<file path="src/rtl/pipe_stage_hs.sv">
// pipe_stage_hs - generic elastic pipeline stage register (F/D, D/X, X/M, M/W).
//
// Carries a data bundle and a control bundle across a valid/ready boundary.
// A main register drives the outputs; a skid register catches one extra beat
// while downstream is stalled, so the stage runs at 1 beat/cycle with a
// registered in_ready.
//
// Ports:
//   clk        clock
//   rst        synchronous active-high reset
//   in_valid   upstream holds a valid beat
//   in_ready   stage can accept a beat this cycle
//   in_data    upstream data bundle   [DATA_W]
//   in_ctrl    upstream control bundle [CTRL_W]
//   out_valid  stage presents a valid beat
//   out_ready  downstream consumes the beat this cycle
//   out_data   registered data bundle (never masked)
//   out_ctrl   registered control bundle, 0 whenever out_valid=0
//   flush      squash every held beat
//   stall_cnt  [CNT_W] cycles with out_valid & !out_ready (PERF build only)
//   flush_cnt  [CNT_W] flushes that squashed a held beat  (PERF build only)
//
// Build option: define PIPE_STAGE_HS_PERF_EN to add the two saturating
// performance counters. Handshake behaviour is identical in both builds.
//
// state | meaning
// ------+-----------------------------------------------
// EMPTY | no beat held, out_valid=0, in_ready=1
// ONE   | beat in main register, skid empty, in_ready=1
// FULL  | main and skid both hold beats, in_ready=0
module pipe_stage_hs #(
    parameter int DATA_W = 64,
    parameter int CTRL_W = 16,
    parameter int CNT_W  = 16
) (
    input  logic              clk,
    input  logic              rst,
    input  logic              in_valid,
    output logic              in_ready,
    input  logic [DATA_W-1:0] in_data,
    input  logic [CTRL_W-1:0] in_ctrl,
    output logic              out_valid,
    input  logic              out_ready,
    output logic [DATA_W-1:0] out_data,
    output logic [CTRL_W-1:0] out_ctrl,
    input  logic              flush
`ifdef PIPE_STAGE_HS_PERF_EN
    ,
    output logic [CNT_W-1:0]  stall_cnt,
    output logic [CNT_W-1:0]  flush_cnt
`endif
);

    if (DATA_W < 1 || CTRL_W < 1 || CNT_W < 1) begin : gBadParam
        $error("pipe_stage_hs: DATA_W, CTRL_W and CNT_W must all be >= 1");
    end

    typedef enum logic [1:0] {
        EMPTY = 2'd0,
        ONE   = 2'd1,
        FULL  = 2'd2
    } state_t;

    state_t            state;
    logic [DATA_W-1:0] mainData;
    logic [CTRL_W-1:0] mainCtrl;
    logic [DATA_W-1:0] skidData;
    logic [CTRL_W-1:0] skidCtrl;
    logic              skidValid;
    logic              outValidQ;
    logic              inReadyQ;

    logic accept;
    logic consume;

    // inReadyQ mirrors !skidValid as a register; gating with rst keeps the
    // stage closed while reset is held yet open on the first cycle after it.
    assign in_ready = inReadyQ & ~rst;
    assign accept   = in_valid & in_ready;
    assign consume  = outValidQ & out_ready;

    always_ff @(posedge clk) begin
        if (rst) begin
            state     <= EMPTY;
            mainData  <= '0;
            mainCtrl  <= '0;
            skidData  <= '0;
            skidCtrl  <= '0;
            skidValid <= 1'b0;
            outValidQ <= 1'b0;
            inReadyQ  <= 1'b1;
        end else if (flush) begin
            // out_data keeps its last value; out_ctrl is zeroed by the mask.
            state     <= EMPTY;
            skidValid <= 1'b0;
            outValidQ <= 1'b0;
            inReadyQ  <= 1'b1;
        end else begin
            case (state)
                EMPTY: begin
                    if (accept) begin
                        mainData  <= in_data;
                        mainCtrl  <= in_ctrl;
                        outValidQ <= 1'b1;
                        state     <= ONE;
                    end
                end
                ONE: begin
                    if (accept && consume) begin
                        mainData <= in_data;
                        mainCtrl <= in_ctrl;
                    end else if (accept) begin
                        skidData  <= in_data;
                        skidCtrl  <= in_ctrl;
                        skidValid <= 1'b1;
                        inReadyQ  <= 1'b0;
                        state     <= FULL;
                    end else if (consume) begin
                        outValidQ <= 1'b0;
                        state     <= EMPTY;
                    end
                end
                FULL: begin
                    if (consume) begin
                        mainData  <= skidData;
                        mainCtrl  <= skidCtrl;
                        skidData  <= '0;
                        skidCtrl  <= '0;
                        skidValid <= 1'b0;
                        inReadyQ  <= 1'b1;
                        state     <= ONE;
                    end
                end
                default: begin
                    state     <= EMPTY;
                    skidValid <= 1'b0;
                    outValidQ <= 1'b0;
                    inReadyQ  <= 1'b1;
                end
            endcase
        end
    end

    assign out_valid = outValidQ;
    assign out_data  = mainData;
    assign out_ctrl  = mainCtrl & {CTRL_W{outValidQ}};

`ifdef PIPE_STAGE_HS_PERF_EN
    logic [CNT_W-1:0] stallCnt;
    logic [CNT_W-1:0] flushCnt;

    always_ff @(posedge clk) begin
        if (rst) begin
            stallCnt <= '0;
            flushCnt <= '0;
        end else begin
            if (outValidQ && !out_ready && !(&stallCnt)) begin
                stallCnt <= stallCnt + CNT_W'(1);
            end
            if (flush && (outValidQ || skidValid) && !(&flushCnt)) begin
                flushCnt <= flushCnt + CNT_W'(1);
            end
        end
    end

    assign stall_cnt = stallCnt;
    assign flush_cnt = flushCnt;
`endif

endmodule

</file>
<file path="config.mk">
export PLATFORM = sky130hd
export DESIGN_NAME = pipe_stage_hs
export DESIGN_NICKNAME = d
export VERILOG_FILES = /design/src/rtl/pipe_stage_hs.sv
export SDC_FILE = /design/constraint.sdc
export NUM_CORES = 1
export LEC_CHECK = 0
export BUFFER_PORTS_ARGS = -buffer_cell sky130_fd_sc_hd__buf_4
export CAP_MARGIN = 5
export CELL_PAD_IN_SITES_DETAIL_PLACEMENT = 1
export CELL_PAD_IN_SITES_GLOBAL_PLACEMENT = 1
export CORE_ASPECT_RATIO = 1.4
export CORE_MARGIN = 2
export CORE_UTILIZATION = 38
export CTS_BUF_LIST = sky130_fd_sc_hd__clkbuf_2
export CTS_CLUSTER_DIAMETER = 200
export DETAILED_ROUTE_END_ITERATION = 10
export MAX_ROUTING_LAYER = met4
export PLACE_DENSITY = 0.88
export SYNTH_ARGS = -nofsm -noshare
export SYNTH_HDL_FRONTEND = slang
export SYNTH_SLANG_ARGS = --single-unit
</file>
<file path="constraint.sdc">
create_clock -name clk -period 1.8 [get_ports clk]
set_clock_uncertainty 0.1 [all_clocks]
set_input_delay 0.09 -clock clk [delete_from_list [all_inputs] [get_ports clk]]
set_output_delay 0.09 -clock clk [all_outputs]
set_load 0.01 [all_outputs]
</file>
# == Word level (Yosys, flattened, before mapping) ==
# Index checks and enable logic that the tools add are counted.
# totals
word_cells,64
in_bits,85
register_bits,164
# op_classes
eq_ne,10
n_reduce_logical,10
bitwise,8
mux,29
# op_table
cell,n
64-bit two-way mux,5
64-bit case mux with 3 select lines,1
64-bit case mux with 2 select lines,1
16-bit two-way mux,5
16-bit case mux with 3 select lines,1
16-bit case mux with 2 select lines,1
16-bit AND,1
5-bit AND reduction,3
"2-bit inequality test, second input constant",7
2-bit two-way mux,5
4-bit AND reduction,2
1-bit two-way mux,7
1-bit case mux with 3 select lines,2
2-bit case mux with 3 select lines,1
1-bit inverter,4
1-bit AND,3
"3-bit inequality test, second input constant",1
3-bit nonzero test,1
"2-bit by 1-bit == test with 1-bit output, second input constant",1
"2-bit == test, second input constant",1
2-bit zero test,1
2-bit nonzero test,1
2-bit OR reduction,1
1-bit logical AND,1

# == Depth between registers and ports, before layout ==
# Gate-level depths: netlist (run 1).
# depth
ltp_word,6
mapped_depth,7

# == Worst setup path after synthesis (run 1) ==
# OpenSTA, ideal clock, no wires.
# synth_timing
path_kind,register to register
startpoint,reg state[1]
endpoint,reg skidCtrl[0]
setup_slack_ps,83
setup_ps,59
arrival_time_ps,1558
n_path_buf,2
path_stages_with_launch,7
path_cell_list,dfxtp_1 -> and4bb_4 -> and4_4 -> buf_6 -> nor3_4 -> buf_6 -> a22o_1
# synth_via
elab_chain_cells,3
word_cells_on_any_way,8
cone_classes,eq/ne: 5; mux: 1; reduce/logical: 2
# synth_rtl
element,line,source
from (decl),64,state_t state;
from (signal assigned),84,state <= EMPTY;
from (signal assigned),94,state <= EMPTY;
from (signal assigned),105,state <= ONE;
2-bit by 1-bit == test with 1-bit output / 2-bit == test (equally long branches),99,case (state)
2-bit inequality test (no source line) / 2-bit nonzero test (equally long branches),--,
5-bit AND reduction (no source line),--,
to (signal assigned),114,skidCtrl <= in_ctrl;
to (decl),68,logic [CTRL_W-1:0] skidCtrl;
# Parallel ways exist; a longest one is shown, timed or not.
# A chain may end at the register's enable or synchronous reset.

# == Worst setup path after layout (run 1) ==
# layout_timing
startpoint,reg state[1]
endpoint,"reg mainData[54], in the netlist out_data[54]"
# layout_via
elab_chain_cells,3
word_cells_on_any_way,9
cone_classes,eq/ne: 5; mux: 1; reduce/logical: 3
# layout_rtl
element,line,source
"2-bit by 1-bit == test with 1-bit output, or another cell as far along",99,
2-bit inequality test (no source line) / 3-bit nonzero test (equally long branches),--,
5-bit AND reduction (no source line),--,
to (signal assigned),102,mainData <= in_data;
to (signal assigned),110,mainData <= in_data;
to (signal assigned),125,mainData <= skidData;
to (decl),65,logic [DATA_W-1:0] mainData;
# Parallel ways exist; a longest one is shown, timed or not.

==> results_tabular.tex, run 1 <==
\begin{tabular}{lr}
\hline
Metric & Value \\
\hline
\multicolumn{2}{l}{\textbf{Worst setup path}} \\
Type of element launching the critical path & flip-flop \\
Class of the most critical setup path & flip-flop to flip-flop \\
Largest fanout of any net on the critical path & 6 \\
Number of cells on the critical path & 7 \\
Worst path top cell family by delay & compound AO/OA/AOI/OAI gates \\
Endpoint of the most critical setup path & out\_data[54]\$\_SDFFE\_PP0P\_ \\
Worst r2r path cells & 7 \\
Worst R2R Setup Slack & -0.25 ns \\
CP Launch Point & state[1]\$\_SDFFE\_PP0P\_ \\
Critical-path cell with the highest stage delay & sky130\_fd\_sc\_hd\_\_dfxtp\_4 \\
Worst Path Buf+Inv & 3 \\
Delay of the slowest cell on the worst path & 0.44 ns \\
Required arrival time at the worst endpoint & approximately 2.4 ns \\
Data arrival, critical path & between 2 and 3 ns \\
Critical path capture point type & flip-flop \\
Critical R2R Launch & state[1]\$\_SDFFE\_PP0P\_ \\
Sequence of cells on the critical path & nand4bb\_4 > a211oi\_4 > buf\_6 > buf\_8 > clkbuf\_16 > nor3\_1 > a211oi\_1 \\
End of the worst register-to-register path & out\_data[54]\$\_SDFFE\_PP0P\_ \\
\multicolumn{2}{l}{\textbf{Synthesis}} \\
Synthesized instance count & 578 \\
EDFF count, synth & 0 \\
Number of flip-flops and latches in the synthesized netlist & 164 \\
Count of cell types in the netlist & 29 \\
Proportion of synthesized chip area in sequential cells & 51.14\% \\
Yosys Warn Count & 0 \\
Dominant register cell in the synthesized netlist & sky130\_fd\_sc\_hd\_\_dfxtp\_1 \\
Mean cell area of the mapped netlist & 11.11 um2 \\
Top area cells in the synthesized netlist & sky130\_fd\_sc\_hd\_\_dfxtp\_1, sky130\_fd\_sc\_hd\_\_mux2i\_1, sky130\_fd\_sc\_hd\_\_a22o\_1 \\
Post-synth design cell area & $\sim$0.0064 mm2 \\
Async set-reset flop share out of synthesis & 0\% \\
Largest area contributor in the netlist & sky130\_fd\_sc\_hd\_\_dfxtp\_1 \\
Fraction of synthesized cell area taken by the top area cell type & between 50\% and 60\% \\
Synthesized net count & around 660 \\
\multicolumn{2}{l}{\textbf{Global route}} \\
Via count of the first global-routing pass & 7624 \\
First-pass GRT wire length & 43.46 mm \\
Initial antenna violation count & 0 \\
Maximum number of pins on one net before global-route repair & 57 \\
Remaining global-route overflow & 0 \\
Gr usage total & 33.12\% \\
\multicolumn{2}{l}{\textbf{Power and ir drop}} \\
Total power & 7.249 mW \\
Ratio of total power to cell area & about 650 mW/mm2 \\
VDD IR max & 480.2 uV \\
Lkg Pwr & 4.996 nW \\
\multicolumn{2}{l}{\textbf{Detailed routing}} \\
Routed WL & 34.12 mm \\
Pre-antenna DRT Iters & 5 \\
Mean number of vias per cell & 6.080 \\
DR WL/cell & 29.72 um \\
Initial drt markers & 310 \\
ANT nets after route & 0 \\
Detailed-route DRC error count & 0 \\
Vias & between 6000 and 7000 \\
\multicolumn{2}{l}{\textbf{Clocking}} \\
Clock tree root driver cell & sky130\_fd\_sc\_hd\_\_clkbuf\_2 \\
Clock input transition at the sequential cells of the worst setup and hold paths & 0.30 ns \\
Clock Latency Late Sink & 0.80 ns \\
Clock H-tree levels & 4 \\
Number of buffers created by CTS & 17 \\
Number of sinks on the clock net & around 160 \\
Clock tree from TritonCTS & yes \\
Number of buffers on the longest clock path & 2 \\
\multicolumn{2}{l}{\textbf{Place}} \\
I/O Buffers & approximately 170 \\
Final estimated routing congestion in global placement & 0.7961 \\
HPWL after detailed placement & 12.68 mm \\
Number of cells in the design after placement & $\sim$910 \\
\multicolumn{2}{l}{\textbf{Finish}} \\
Leading cell type in the layout, fill and taps excluded & sky130\_fd\_sc\_hd\_\_buf\_4 \\
Filler cells & between 1500 and 2000 \\
Antenna cells & 0 \\
Share of layout cells above drive strength 1 & 37.99\% \\
Cell Count, Final, Fillers Out & 1148 \\
Area overhead of the layout relative to synthesis & 72.75\% \\
Utilization of the core after routing & 66.51\% \\
Most frequent cells in the layout & sky130\_fd\_sc\_hd\_\_buf\_4, sky130\_fd\_sc\_hd\_\_dlygate4sd3\_1, sky130\_fd\_sc\_hd\_\_dfxtp\_1, sky130\_fd\_sc\_hd\_\_mux2i\_1, sky130\_fd\_sc\_hd\_\_a22o\_1 \\
Post-layout net count & 1017 \\
\multicolumn{2}{l}{\textbf{Timing}} \\
Fin Setup TNS & -25.64 ns \\
Max-Slew Margin vs Limit & 60.97\% \\
Number of pins exceeding their max-slew limit in the final report & 0 \\
Worst Setup Slack, final & -0.2450 ns \\
Worst Tran Pin Value & 0.5819 ns \\
Final hold violation count & 0 \\
Unrepaired setup endpoints after global routing & true \\
Final setup viols & 170 \\
Upper clock frequency limit & 489.0 MHz \\
Post-route clock period utilization & 113.6\% \\
Shortest clock period the worst path allows after layout & roughly 2 ns \\
\multicolumn{2}{l}{\textbf{Status}} \\
Result of the run & finished with violations \\
Violated checks & negative setup slack \\
\multicolumn{2}{l}{\textbf{Floorplan}} \\
Core area & between 0.015 and 0.02 mm2 \\
Total Die Area & 0.01797 mm2 \\
Height of the die & between 150 and 200 um \\
Initial standard-cell utilization of the core & 38.50\% \\
Die width & 113.9 um \\
\# rows & 56 \\
Boundary pin count & 167 \\
\multicolumn{2}{l}{\textbf{Flow run}} \\
Max-cap viol count & 0 \\
\multicolumn{2}{l}{\textbf{Min path}} \\
Hold Path Class & primary input to flip-flop \\
\hline
\end{tabular}
==> through the flow <==
stage / cell area (um2) / hold slack (ns) / setup slack [ns]
after global routing: 11090 / 0.03278 / -0.2622
after detailed placement: 7863 / 0.2221 / -0.2109
after CTS: 10310 / 0.004809 / -0.1269
after floorplan: 6420 / 0.1091 / 0.08319
after global placement: 7863 / 0.2190 / 0.005444
final: 11090 / 0.05129 / -0.2450
==> cell type report <==
cell class	instances	area, um2	share of cell area [%]
repair buffers	395	4070	36.70
flip-flops and latches	164	3294	29.70
clock buffers	18	90.09	0.8123
multi-input cells	354	3272	29.50
well taps	203	254.0	2.290
clock inverters	14	110.1	0.9928
==> cell families (layout without fill, tap and decap cells) <==
| group | count (synthesis) | count (layout) | share of synthesized area (%) |
|---|---|---|---|
| buffers and inverters | 60 | 427 | 5.321 |
| flip-flops | 164 | 164 | 51.14 |
| AND/OR/NAND/NOR | 104 | 104 | 9.433 |
| AO/OA/AOI/OAI | 170 | 170 | 21.63 |
| multiplexers | 80 | 80 | 12.47 |
==> worst register-to-register path, delay by kind of cell, from the launching register on <==
kind                   cells  cell delay (ns)
DFF                        1             0.44
buffers and inverters      3             0.49
and+or+nand+nor            2             0.34
AOI/OAI and AO/OA          2             0.56
==> flip-flops by register name, summed over array words and instances, names as in the netlist <==
name and flops:
inReadyQ 1, mainCtrl 16, out_data 64, out_valid 1, skidCtrl 16, skidData 64, state 2
==> layer usage <==
metal	GRT usage, %	wire (um)	vias up
met5	-	0	-
met3	6.853	1749	177
met2	61.73	18160	382
li1	-	-	2922
met4	18.06	2424	0
met1	31.73	11790	3499
==> where the power goes <==
part | internal [mW] | total (mW) | switching, mW
registers | 3.74 | 3.84 | 0.0932
clock network | 0.495 | 1.94 | 1.45
logic | 0.795 | 1.47 | 0.673
==> synthesized netlist by cell type (3+ instances only) <==
master and instances:
sky130_fd_sc_hd__dfxtp_1 164, sky130_fd_sc_hd__a22o_1 80, sky130_fd_sc_hd__mux2i_1 80, sky130_fd_sc_hd__a211oi_1 65, sky130_fd_sc_hd__nor3_1 65, sky130_fd_sc_hd__buf_2 30, sky130_fd_sc_hd__clkbuf_1 19, sky130_fd_sc_hd__and2_1 17
sky130_fd_sc_hd__o2bb2ai_1 16, sky130_fd_sc_hd__buf_6 10, sky130_fd_sc_hd__nand2_1 4, sky130_fd_sc_hd__nand3_1 4, sky130_fd_sc_hd__a21oi_1 3
==> how the worst min path moves through the flow <==
stage	to	cells after the start	slack (ns)	startpoint
floorplan	inReadyQ$_SDFFE_PP1P_	2	0.11	flush
global placement	skidCtrl[5]$_SDFFE_PP0P_	2	0.22	in_ctrl[5]
detailed placement	skidData[21]$_SDFFE_PP0P_	2	0.22	in_data[21]
CTS	mainCtrl[15]$_SDFFE_PP0P_	4	0.005	in_ctrl[15]
global route	mainCtrl[9]$_SDFFE_PP0P_	4	0.03	in_ctrl[9]
finish	mainCtrl[9]$_SDFFE_PP0P_	4	0.05	in_ctrl[9]
==> timing repair <==
item                       CTS  global route
buffers inserted            12             6
pin swaps                    4            52
gates cloned                10            12
gates resized for setup     54           115
hold endpoints to repair   164             0
hold buffers               167             0
setup endpoints to repair  178           179
(Power assumes the default switching activity.)
==> run 2: changes to the inputs <==
--- a/config.mk
+++ b/config.mk
@@ -16,7 +16,8 @@
 export CTS_CLUSTER_DIAMETER = 200
 export DETAILED_ROUTE_END_ITERATION = 10
 export MAX_ROUTING_LAYER = met4
-export PLACE_DENSITY = 0.88
+export PLACE_DENSITY = 0.83
+export SLEW_MARGIN = 25
 export SYNTH_ARGS = -nofsm -noshare
 export SYNTH_HDL_FRONTEND = slang
 export SYNTH_SLANG_ARGS = --single-unit
==> run 2 against run 1 <==
  * Register-to-register slack lost 0.02 ns
  * Sequential power is essentially flat
  * Combinational power grew 5%
  * Die area is the same
  * Largest power group unchanged
  * Worst hold slack lost 0.022 ns
  * Flip-flop and latch count is the same
  * Non-clock buffer count grew 11
  * The flow still finishes with violations (negative setup slack)
  * Total power grew 4.5%
==> results_tabular.tex, run 2 (synthesized netlist as in run 1, its figures left out) <==
\begin{tabular}{lr}
\hline
Metric & Value \\
\hline
\multicolumn{2}{l}{\textbf{Global route}} \\
First-pass GRT wire length & 46.80 mm (+7.7\%) \\
Via count of the first global-routing pass & 7859 (+3.1\%) \\
Maximum number of pins on one net before global-route repair & 42 (-26\%) \\
Initial antenna violation count & 2 (+2) \\
Remaining global-route overflow & 0 (unchanged) \\
Gr usage total & 36.13\% (+3.0 points) \\
\multicolumn{2}{l}{\textbf{Place}} \\
I/O Buffers & 166 (unchanged) \\
Worst slack at placement & -0.2461 ns (-0.03527 ns) \\
Final estimated routing congestion in global placement & 0.8659 (+8.8\%) \\
Number of cells in the design after placement & 912 (unchanged) \\
HPWL after detailed placement & 12.59 mm (-0.70\%) \\
\multicolumn{2}{l}{\textbf{Clocking}} \\
Number of sinks on the clock net & 164 (unchanged) \\
Clock Latency Late Sink & 0.82 ns (+0.02 ns) \\
Number of buffers on the longest clock path & 2 (unchanged) \\
Clock input transition at the sequential cells of the worst setup and hold paths & 0.28 ns (-0.02 ns) \\
Number of buffers created by CTS & 17 (unchanged) \\
Clock tree from TritonCTS & yes \\
Clock tree root driver cell & sky130\_fd\_sc\_hd\_\_clkbuf\_2 \\
Clock H-tree levels & 4 (unchanged) \\
\multicolumn{2}{l}{\textbf{Detailed routing}} \\
Pre-antenna DRT Iters & 5 (unchanged) \\
Vias & 7273 (+4.2\%) \\
Mean number of vias per cell & 6.275 (+3.2\%) \\
Initial drt markers & 548 (+77\%) \\
Detailed-route DRC error count & 0 (unchanged) \\
Routed WL & 36.94 mm (+8.2\%) \\
ANT nets after route & 0 (unchanged) \\
DR WL/cell & 31.87 um (+7.2\%) \\
\multicolumn{2}{l}{\textbf{Floorplan}} \\
\# rows & 56 (unchanged) \\
Boundary pin count & 167 (unchanged) \\
Core area & 0.01668 mm2 (unchanged) \\
Die width & 113.9 um (unchanged) \\
Initial standard-cell utilization of the core & 38.50\% (unchanged) \\
Height of the die & 157.8 um (unchanged) \\
Total Die Area & 0.01797 mm2 (unchanged) \\
\multicolumn{2}{l}{\textbf{Min path}} \\
Hold Path Class & primary input to flip-flop \\
Hold path cells & 4 (unchanged) \\
\multicolumn{2}{l}{\textbf{Worst setup path}} \\
Critical path capture point type & flip-flop \\
Worst r2r path cells & 9 (+2) \\
Data arrival, critical path & 2.74 ns (+0.11 ns) \\
Required arrival time at the worst endpoint & 2.47 ns (+0.09 ns) \\
Class of the most critical setup path & flip-flop to flip-flop \\
Largest fanout of any net on the critical path & 8 (+2) \\
Type of element launching the critical path & flip-flop \\
Cell occurring most often along the worst timing path & sky130\_fd\_sc\_hd\_\_buf\_6 \\
Critical-path cell with the highest stage delay & sky130\_fd\_sc\_hd\_\_dfxtp\_4 \\
Delay of the slowest cell on the worst path & 0.43 ns (about the same) \\
Sequence of cells on the critical path & nand2\_1 > buf\_6 > nor3\_4 > buf\_6 > or2\_4 > buf\_6 > buf\_6 > buf\_12 > a211oi\_4 \\
\multicolumn{2}{l}{\textbf{Power and ir drop}} \\
VDD IR max & 472.3 uV (-1.6\%) \\
Total power & 7.574 mW (+4.5\%) \\
Lkg Pwr & 5.123 nW (+2.6\%) \\
Ratio of total power to cell area & 662.1 mW/mm2 (+1.3\%) \\
\multicolumn{2}{l}{\textbf{Finish}} \\
Area overhead of the layout relative to synthesis & 78.19\% \\
Post-layout net count & 1028 (+1.1\%) \\
Leading cell type in the layout, fill and taps excluded & sky130\_fd\_sc\_hd\_\_buf\_4 \\
Share of layout cells above drive strength 1 & 39.31\% (+1.3 points) \\
Filler cells & 1614 (-1.5\%) \\
Most frequent cells in the layout & sky130\_fd\_sc\_hd\_\_buf\_4, sky130\_fd\_sc\_hd\_\_dlygate4sd3\_1, sky130\_fd\_sc\_hd\_\_dfxtp\_1, sky130\_fd\_sc\_hd\_\_a22o\_1, sky130\_fd\_sc\_hd\_\_mux2i\_1 \\
Cell Count, Final, Fillers Out & 1159 (+0.96\%) \\
Utilization of the core after routing & 68.60\% (+2.1 points) \\
\multicolumn{2}{l}{\textbf{Timing}} \\
Final setup viols & 148 (-13\%) \\
Shortest clock period the worst path allows after layout & 2.066 ns (+0.02084 ns) \\
Worst Setup Slack, final & -0.2658 ns (-0.02084 ns) \\
Number of pins exceeding their max-slew limit in the final report & 0 (unchanged) \\
Post-route clock period utilization & 114.8\% (+1.2 points) \\
Final hold violation count & 0 (unchanged) \\
Worst Tran Pin Value & 0.6847 ns (+0.1028 ns) \\
Upper clock frequency limit & 484.1 MHz (-1.0\%) \\
Max-Slew Margin vs Limit & 54.36\% (-6.6 points) \\
Unrepaired setup endpoints after global routing & true \\
\multicolumn{2}{l}{\textbf{Status}} \\
Violated checks & negative setup slack \\
Result of the run & finished with violations \\
\multicolumn{2}{l}{\textbf{Flow run}} \\
Max-cap viol count & 0 (unchanged) \\
\hline
\end{tabular}
-- run 2: critical path, delay by kind of cell, from the launching register on --
family	cells	cell delay (ns)
and+or+nand+nor	3	0.47
buffers and inverters	5	0.73
AOI/OAI and AO/OA	1	0.28
DFF	1	0.43
-- run 2: metal layers --
layer | share of wire, % | routed length [um] | up-vias | GRT usage [%]
li1 | - | - | 2938 | -
met1 | 34 | 12720 | 3651 | 36.60
met2 | 53 | 19500 | 485 | 64.59
met3 | 5.9 | 2172 | 199 | 6.662
met4 | 6.9 | 2543 | 0 | 21.72
met5 | 0 | 0 | - | -
-- run 2: layout make-up --
cell class / instances / area [um2] / area share, %
Clock buffer: 19 / 95.09 / 0.8312
Timing Repair Buffer: 406 / 4322 / 37.78
Antenna cell: 2 / 5.005 / 0.04375
Multi-Input combinational cell: 354 / 3332 / 29.13
Tap cell: 203 / 254.0 / 2.220
Sequential cell: 164 / 3294 / 28.80
Clock inverter: 11 / 137.6 / 1.203
-- run 2: repair_timing --
action,CTS,global route
pin swaps,34,26
resized for setup,104,69
cloned,18,8
setup endpoints to repair,178,176
endpoints found under the hold margin,164,0
setup buffers,18,8
hold buffers,164,0
-- run 2: worst paths after layout --
path / start / slack, ns / end
worst max register to register: out_valid$_SDFFE_PP0P_ / -0.27 / out_data[40]$_SDFFE_PP0P_
worst min-delay path: in_ctrl[11] / 0.03 / mainCtrl[11]$_SDFFE_PP0P_
worst max-delay path: out_valid$_SDFFE_PP0P_ / -0.27 / out_data[40]$_SDFFE_PP0P_
worst min register to register: mainCtrl[15]$_SDFFE_PP0P_ / 0.39 / mainCtrl[15]$_SDFFE_PP0P_
-- run 2: report_power, final --
| part | internal (mW) | leakage, nW | switching (mW) |
|---|---|---|---|
| clock | 0.756 | 0.143 | 1.43 |
| combinational | 0.832 | 3.65 | 0.713 |
| sequential | 3.74 | 1.33 | 0.0946 |
-- run 2: stage by stage --
stage               TNS (ns)  hold slack (ns)  area, um2
floorplan                  0           0.1091       6420
global placement      -14.37           0.2153       7888
detailed placement    -26.66           0.2234       7888
CTS                   -9.680         0.003163      10870
global route          -20.86          0.04872      11440
finish                -17.69          0.02903      11440
